### config.mk
export PLATFORM = sky130hd
export DESIGN_NAME = mem_fill_arbiter
export DESIGN_NICKNAME = d
export VERILOG_FILES = /design/src/rtl/mem_fill_arbiter.sv
export SDC_FILE = /design/constraint.sdc
export NUM_CORES = 1
export LEC_CHECK = 0
export ABC_AREA = 1
export ABC_CLOCK_PERIOD_IN_PS = 2200
export BUFFER_PORTS_ARGS = -buffer_cell sky130_fd_sc_hd__buf_2
export CAP_MARGIN = 20
export CORE_UTILIZATION = 39
export CTS_BUF_LIST = sky130_fd_sc_hd__clkbuf_4 sky130_fd_sc_hd__clkbuf_8 sky130_fd_sc_hd__clkbuf_16
export CTS_CLUSTER_SIZE = 8
export DETAILED_ROUTE_END_ITERATION = 16
export PLACE_DENSITY = 0.8
export SLEW_MARGIN = 0
export SYNTH_ARGS = -nofsm -noshare
export SYNTH_HDL_FRONTEND = slang
export SYNTH_SLANG_ARGS = --single-unit
### constraint.sdc
create_clock -name clk -period 2.2 [get_ports clk]
set_input_delay 0.66 -clock clk [delete_from_list [all_inputs] [get_ports clk]]
set_output_delay 0.66 -clock clk [all_outputs]
set_load 0.03 [all_outputs]
### src/rtl/mem_fill_arbiter.sv
// Arbitrates one pipelined main memory between I/D block fills and D write-through stores.
// Define ARB_RR_EN to alternate grants on simultaneous I/D misses; default is fixed D-over-I priority.
module mem_fill_arbiter #(
  parameter int ADDR_W    = 16,
  parameter int DATA_W    = 16,
  parameter int BLK_WORDS = 8
) (
  input  logic                         clk,
  input  logic                         rst,
  input  logic                         icache_miss,
  input  logic [ADDR_W-1:0]            icache_miss_addr,
  input  logic                         dcache_miss,
  input  logic [ADDR_W-1:0]            dcache_miss_addr,
  input  logic                         dmem_wr_req,
  input  logic [ADDR_W-1:0]            dmem_wr_addr,
  input  logic [DATA_W-1:0]            dmem_wr_data,
  output logic                         dmem_wr_ack,
  output logic                         mem_en,
  output logic                         mem_wr,
  output logic [ADDR_W-1:0]            mem_addr,
  output logic [DATA_W-1:0]            mem_wdata,
  input  logic [DATA_W-1:0]            mem_rdata,
  input  logic                         mem_data_valid,
  output logic [DATA_W-1:0]            fill_data,
  output logic [$clog2(BLK_WORDS)-1:0] fill_word,
  output logic                         fill_we_i,
  output logic                         fill_we_d,
  output logic                         fill_done_i,
  output logic                         fill_done_d,
  output logic                         i_stall,
  output logic                         d_stall
);

  localparam int WORD_W = $clog2(BLK_WORDS);
  localparam int CNT_W  = WORD_W + 1;
  localparam int OFF_W  = WORD_W + 1;  // byte offset bits within a block of 16-bit words
  localparam int BASE_W = ADDR_W - OFF_W;
  localparam logic [CNT_W-1:0] BLK_CNT  = CNT_W'(BLK_WORDS);
  localparam logic [CNT_W-1:0] LAST_CNT = CNT_W'(BLK_WORDS - 1);

  typedef enum logic [1:0] {S_IDLE, S_FILL, S_DONE} state_e;
  typedef enum logic {OWN_D = 1'b0, OWN_I = 1'b1} owner_e;

  state_e             state_q, state_d;
  owner_e             owner_q, owner_d;
  logic [BASE_W-1:0]  base_q, base_d;
  logic [CNT_W-1:0]   req_cnt_q, req_cnt_d;
  logic [CNT_W-1:0]   rcv_cnt_q, rcv_cnt_d;
  logic               grant_i, grant_d;
`ifdef ARB_RR_EN
  owner_e             last_grant_q, last_grant_d;
`endif

  // Block alignment discards the offset bits of the miss addresses.
  logic unused_addr_bits;
  assign unused_addr_bits = ^{icache_miss_addr[OFF_W-1:0], dcache_miss_addr[OFF_W-1:0]};

  // NOTE: reset is synchronous, so it lives inside the clocked block rather than its sensitivity list.
  always_ff @(posedge clk) begin
    // NOTE: state flops use non-blocking assignments so every flop samples pre-edge values.
    if (rst) begin
      state_q      <= S_IDLE;
      owner_q      <= OWN_D;
      base_q       <= '0;
      req_cnt_q    <= '0;
      rcv_cnt_q    <= '0;
`ifdef ARB_RR_EN
      last_grant_q <= OWN_I;
`endif
    end else begin
      state_q      <= state_d;
      owner_q      <= owner_d;
      base_q       <= base_d;
      req_cnt_q    <= req_cnt_d;
      rcv_cnt_q    <= rcv_cnt_d;
`ifdef ARB_RR_EN
      last_grant_q <= last_grant_d;
`endif
    end
  end

  always_comb begin
    // NOTE: every comb output gets a default first so no path can infer a latch.
    state_d   = state_q;
    owner_d   = owner_q;
    base_d    = base_q;
    req_cnt_d = req_cnt_q;
    rcv_cnt_d = rcv_cnt_q;
    grant_i   = 1'b0;
    grant_d   = 1'b0;
`ifdef ARB_RR_EN
    last_grant_d = last_grant_q;
`endif

    // A pending store always wins the IDLE cycle; misses retry next cycle.
    if (state_q == S_IDLE && !dmem_wr_req) begin
`ifdef ARB_RR_EN
      if (icache_miss && dcache_miss) begin
        grant_d = (last_grant_q == OWN_I);
        grant_i = ~grant_d;
      end else begin
        grant_d = dcache_miss;
        grant_i = icache_miss;
      end
`else
      grant_d = dcache_miss;
      grant_i = icache_miss & ~dcache_miss;
`endif
    end

    case (state_q)
      S_IDLE: begin
        if (grant_i || grant_d) begin
          state_d   = S_FILL;
          owner_d   = grant_i ? OWN_I : OWN_D;
          base_d    = grant_i ? icache_miss_addr[ADDR_W-1:OFF_W] : dcache_miss_addr[ADDR_W-1:OFF_W];
          req_cnt_d = '0;
          rcv_cnt_d = '0;
`ifdef ARB_RR_EN
          last_grant_d = grant_i ? OWN_I : OWN_D;
`endif
        end
      end
      S_FILL: begin
        if (req_cnt_q < BLK_CNT) req_cnt_d = req_cnt_q + CNT_W'(1);
        if (mem_data_valid) begin
          rcv_cnt_d = rcv_cnt_q + CNT_W'(1);
          if (rcv_cnt_q == LAST_CNT) state_d = S_DONE;
        end
      end
      S_DONE:  state_d = S_IDLE;
      default: state_d = S_IDLE;
    endcase
  end

  always_comb begin
    dmem_wr_ack = 1'b0;
    mem_en      = 1'b0;
    mem_wr      = 1'b0;
    mem_addr    = '0;
    mem_wdata   = '0;
    fill_data   = '0;
    fill_word   = '0;
    fill_we_i   = 1'b0;
    fill_we_d   = 1'b0;
    fill_done_i = 1'b0;
    fill_done_d = 1'b0;
    i_stall     = 1'b0;
    d_stall     = 1'b0;

    if (!rst) begin
      case (state_q)
        S_IDLE: begin
          if (dmem_wr_req) begin
            dmem_wr_ack = 1'b1;
            mem_en      = 1'b1;
            mem_wr      = 1'b1;
            mem_addr    = dmem_wr_addr;
            mem_wdata   = dmem_wr_data;
          end
        end
        S_FILL: begin
          if (req_cnt_q < BLK_CNT) begin
            mem_en   = 1'b1;
            mem_addr = {base_q, req_cnt_q[WORD_W-1:0], 1'b0};
          end
          if (mem_data_valid) begin
            fill_data   = mem_rdata;
            fill_word   = rcv_cnt_q[WORD_W-1:0];
            fill_we_i   = (owner_q == OWN_I);
            fill_we_d   = (owner_q == OWN_D);
            fill_done_i = (owner_q == OWN_I) && (rcv_cnt_q == LAST_CNT);
            fill_done_d = (owner_q == OWN_D) && (rcv_cnt_q == LAST_CNT);
          end
        end
        default: ;
      endcase

      i_stall = icache_miss | (state_q != S_IDLE && owner_q == OWN_I);
      d_stall = dcache_miss | (dmem_wr_req & ~dmem_wr_ack) | (state_q != S_IDLE && owner_q == OWN_D);
    end
  end

endmodule

======== After elaboration in Yosys (flattened, before gate mapping) ========
Index checks and enable logic that the tools add are counted.
operators by class
  add/sub/neg operators ................... 2
  reductions and logical operators ........ 14
  order comparisons ....................... 1
  bitwise gates (word level) .............. 8
  eq/ne operators ......................... 6
  multiplexer cells ....................... 48
operators by type and width
  kind                                                number
  two-way mux 16 bit                                  9
  case mux 16 bit (2 select lines)                    1
  two-way mux 1 bit                                   24
  case mux 4 bit (2 select lines)                     2
  two-way mux 12 bit                                  1
  two-way mux 4 bit                                   3
  two-way mux 3 bit                                   3
  AND reduction 3 bit                                 3
  adder 4 x 1 -> 4 bit (second input constant)        2
  two-way mux 2 bit                                   3
  != test 2 bit (second input constant)               3
  logical AND 1 bit                                   5
  == test 4 x 3 -> 1 bit (second input constant)      1
  less-than comparator 4 bit (second input constant)  1
  case mux 2 bit (2 select lines)                     1
  nonzero test 2 bit                                  2
  NOT 1 bit                                           3
  OR 1 bit                                            3
  bitwise AND 1 bit                                   2
  == test 2 x 1 -> 1 bit (second input constant)      1
  logical NOT 2 bit                                   1
  != test 2 x 1 -> 1 bit (second input constant)      1
  case mux 1 bit (2 select lines)                     1
  AND reduction 2 bit                                 1
  other kinds (2)                                     2
word-level totals
  output and inout port bits .............. 60
  input bits .............................. 86
  register bits ........................... 23

======== Longest topological paths before layout ========
  word-level depth ........................ 8
  mapped depth ............................ 9
  depth with buffers taken out ............ 9

======== Worst setup path before layout ========
Ideal clock, no wire load.
  path kind ............................... input to output
  start ................................... input port rst
  end ..................................... output port fill_done_d
  setup slack ............................. -293 ps
  stages on the path ...................... 4
  required time ........................... 1540 ps
  arrival ................................. 1833 ps
  buffers on the path ..................... 1
  path through ............................ buf_2 > inv_2 > nand3_1 > nor3_1
on the way
  longest elaborated chain between the ends .. 1
RTL lines
  item                RTL line  RTL
  start: declaration  9         input logic rst,
  two-way mux 1 bit   151       if (!rst) begin
  end: declaration    29        output logic fill_done_d,
Every way passes these cells.

======== Worst setup path in the final report ========
  start ................................... input port rst
  end ..................................... output port fill_data[14]
on the way
  longest elaborated chain between the ends .. 1
RTL lines
  item                RTL line  RTL
  two-way mux 16 bit  151
  end: declaration    24        output logic [DATA_W-1:0] fill_data,
Every way passes these cells.

==> summary.md <==
| Metric | Value |
|---|---|
| Post-placement cell count | `approximately 480` |
| Starting DRT DRC Count | `around 140` |
| Cell at the slowest stage of the critical path | `buf_2` |
| Top cells by area, synth | `dfxtp_1 (26%), nand2_1 (12%), nor2_1 (12%)` |
| CP cell instances | `buf_2 > inv_2 > nand2_1 > buf_12 > nor2_1 > buf_2` |
| Layout Utilization | `0.611` |
| Reg2reg start | `state_q[1]$_SDFFE_PP0P_` |
| Worst min path class | `reg -> reg` |
| Clock sink count | `23` |
| Setup Viol. Count Final | `0` |
| CTS tree | `done` |
| Startpoint Class | `primary input` |
| Die Y | `70.0 um` |
| Clk buf depth | `2` |
| Reg2reg setup slack | `0.66 ns` |
| Rows | `24` |
| Initial antenna violation count | `0` |
| Vias in the first global route | `approximately 2,100` |
| Via-to-Cell Ratio | `about 4.8` |
| Global-route wire length before repair | `between 8 and 9 mm` |
| Layout Nets | `527` |
| Die area | `4900 um2` |
| Seq/Total Area, Yosys | `0.255` |
| Layout Cells excl Fill | `490` |
| Drt pass-1 iters | `4` |
| Layout cells sized above 1 | `0.416` |
| Yosys top cell area share | `0.255` |
| Mapped Cells | `302` |
| Diode count | `0` |
| Final min period | `2.18 ns` |
| CTS H-tree depth | `1` |
| HPWL Detailed | `4.26 mm` |
| Final wirelength | `5.48 mm` |
| CP max stage delay | `about 0.22 ns` |
| CP dominant cell by count | `buf_2` |
| Setup Skew | `0.00362 ns` |
| Yosys warnings | `0` |
| Placed cell area | `2600 um2` |
| Yosys top cell by area | `dfxtp_1` |
| # DRC | `0` |
| Final Cycle Share | `0.989` |
| Worst-path clk slew | `0.08 ns` |
| IO buf count | `137` |
| All-Layer GR Usage | `0.214` |
| Hold Path Sink | `rcv_cnt_q[1]$_SDFFE_PP0P_` |
| Critical path required time | `1.54 ns` |
| Pwr per Cell Area | `440 nW/um2` |
| Run status | `complete, no violations` |
| Area grow syn2layout | `49.4%` |
| Routed len/inst | `11.2 um` |
| Hold buffers post-CTS | `0` |
| Crit. End Element | `primary output` |
| Seq cells post-synth | `23` |
| Post-synth top flop | `dfxtp_1` |
| Synth cell types | `26` |
| # fillers | `437` |
| Starting Density | `0.409` |
| Final Hold Vio Count | `0` |
| Fin. max-slew vios | `0` |
| Total number of vias | `2,345` |
| CP Class | `in -> out` |
| Synth Cell Area | `around 1800 um2` |
| RSZ-0062 raised after global routing | `yes` |
| Slew of the pin with the lowest slew margin | `0.483 ns` |
| Mapped Nets | `390` |
| Max Freq | `460 MHz` |
| Worst rel slew slack | `0.677` |
| Core Footprint | `approximately 4400 um2` |
| Avg Inst Size Synth | `5.97 um2` |
| Fraction of registers with async set/reset | `0` |
| Final ANT Viol Nets | `0` |
| I/O pin cnt | `about 150` |
| Max FO, Critical Path | `16` |
| Final Cell Area | `2700 um2` |
| Max IR drop VDD | `around 0.23 mV` |
| TritonCTS buffer count | `3` |
| Worst Hold Depth | `2` |
| R2r endpoint | `base_q[3]$_SDFFE_PP0P_` |
| Routability Congestion | `roughly 0.88` |
| Number of synthesized flops with an enable pin | `0` |
| R2R cell count | `7` |
| Die Span X | `70.0 um` |
| Clock Latency Late Sink | `around 0.26 ns` |
| Max-cap violations | `0` |
| Clock root cell | `clkbuf_8` |
| Pin count of the biggest net entering global routing | `37` |
| Global route overflow | `0` |
| Hold Startpoint | `rcv_cnt_q[1]$_SDFFE_PP0P_` |
| Worst Path Arrival | `roughly 1.5 ns` |
| Leak pwr | `about 0.0016 uW` |
==> state kept, by name, indices dropped and copies added (netlist names) <==
register   count
base_q        12
owner_q        1
rcv_cnt_q      4
req_cnt_q      4
state_q        2
==> stage by stage <==
step           worst slack (ns)  setup TNS, ns  hold slack (ns)  power, uW
3_3_place_gp             0.0354              0            0.482        904
4_1_cts                 0.00742              0            0.504       1190
2_1_floorplan            -0.147          -2.12            0.466        762
5_1_grt                 -0.0252        -0.0952            0.531       1260
3_5_place_dp             0.0193              0            0.493        913
6_report                 0.0247              0            0.504       1190
==> cells in the mapped netlist, types with 3 or more instances <==
master     n
a21oi_1   20
inv_2      3
buf_4      4
buf_2      7
nand3_1   21
clkbuf_1   3
nand2_1   57
nor2_1    56
o21ai_0    4
inv_1     54
buf_6      4
nand4_1   13
dfxtp_1   23
a22oi_1   16
==> cells in the final DEF (no fill, tap or decap), drive strengths merged, types with 2 or more instances in the layout <==
cell	synthesis	layout
a21oi	20	20
nor2	60	60
ha	2	2
buf	15	150
dfxtp	23	23
nand2	60	60
o22ai	2	2
o21ai	4	4
nor3	2	2
inv	57	56
clkbuf	3	3
nand4	13	13
a22oi	16	16
nand3	22	22
==> critical path: cells and delay by family <==
kind          cells  cell delay, ns
buf+inv           4            0.59
simple gates      2            0.26
==> routing by layer <==
metal  vias up  wire length (um)  global-route usage
li1       1223                 -                   -
met1      1025              2280               0.251
met2        91              2810               0.402
met3         6               310              0.0216
met4         0                76              0.0711
met5         -                 0                   0
==> power by group <==
| group | internal, uW | leakage [uW] | switching [uW] |
|---|---|---|---|
| clock network | 126 | 0.0000255 | 137 |
| logic | 179 | 0.00136 | 281 |
| registers | 442 | 0.000189 | 19.5 |
| total | 748 | 0.00157 | 438 |
==> logic make-up (layout without fill, tap and decap cells) <==
logic type,Yosys count,after routing,synth area share
flip-flops,23,23,0.255
buffers and inverters,75,211,0.186
XOR/XNOR,1,1,0.00486
AO/OA/AOI/OAI,43,43,0.144
adder cells (fa/ha/maj),2,2,0.0139
AND/OR/NAND/NOR,158,158,0.396
==> worst max path at each step <==
stage,start,to,slack [ns],cells past startpoint
after CTS,state_q[0]$_SDFFE_PP0P_,mem_en,0.007,6
final,rst,fill_data[14],0.02,6
after detailed placement,dmem_wr_req,mem_addr[6],0.02,7
after global routing,state_q[1]$_SDFFE_PP0P_,mem_wdata[4],-0.03,6
after floorplan,rst,fill_data[10],-0.15,5
after global placement,dmem_wr_req,mem_addr[15],0.04,7
==> timing repair <==
| action | 4_1_cts | 5_1_grt |
|---|---|---|
| pin swaps | 1 | 1 |
| gates resized for setup | 1 | 12 |
| endpoints found under the setup margin | 16 | 32 |
| setup buffers | 2 | 0 |
==> layout make-up <==
type                            count  area (um2)  area share
Clock buffer                        3        41.3      0.0153
Multi-Input combinational cell    204        1050       0.391
Inverter                           57         220      0.0817
Timing Repair Buffer              150         847       0.314
Tap cell                           52        65.1      0.0241
Sequential cell                    23         463       0.172
Clock inverter                      1        5.00     0.00186
(Power assumes the default switching activity.)
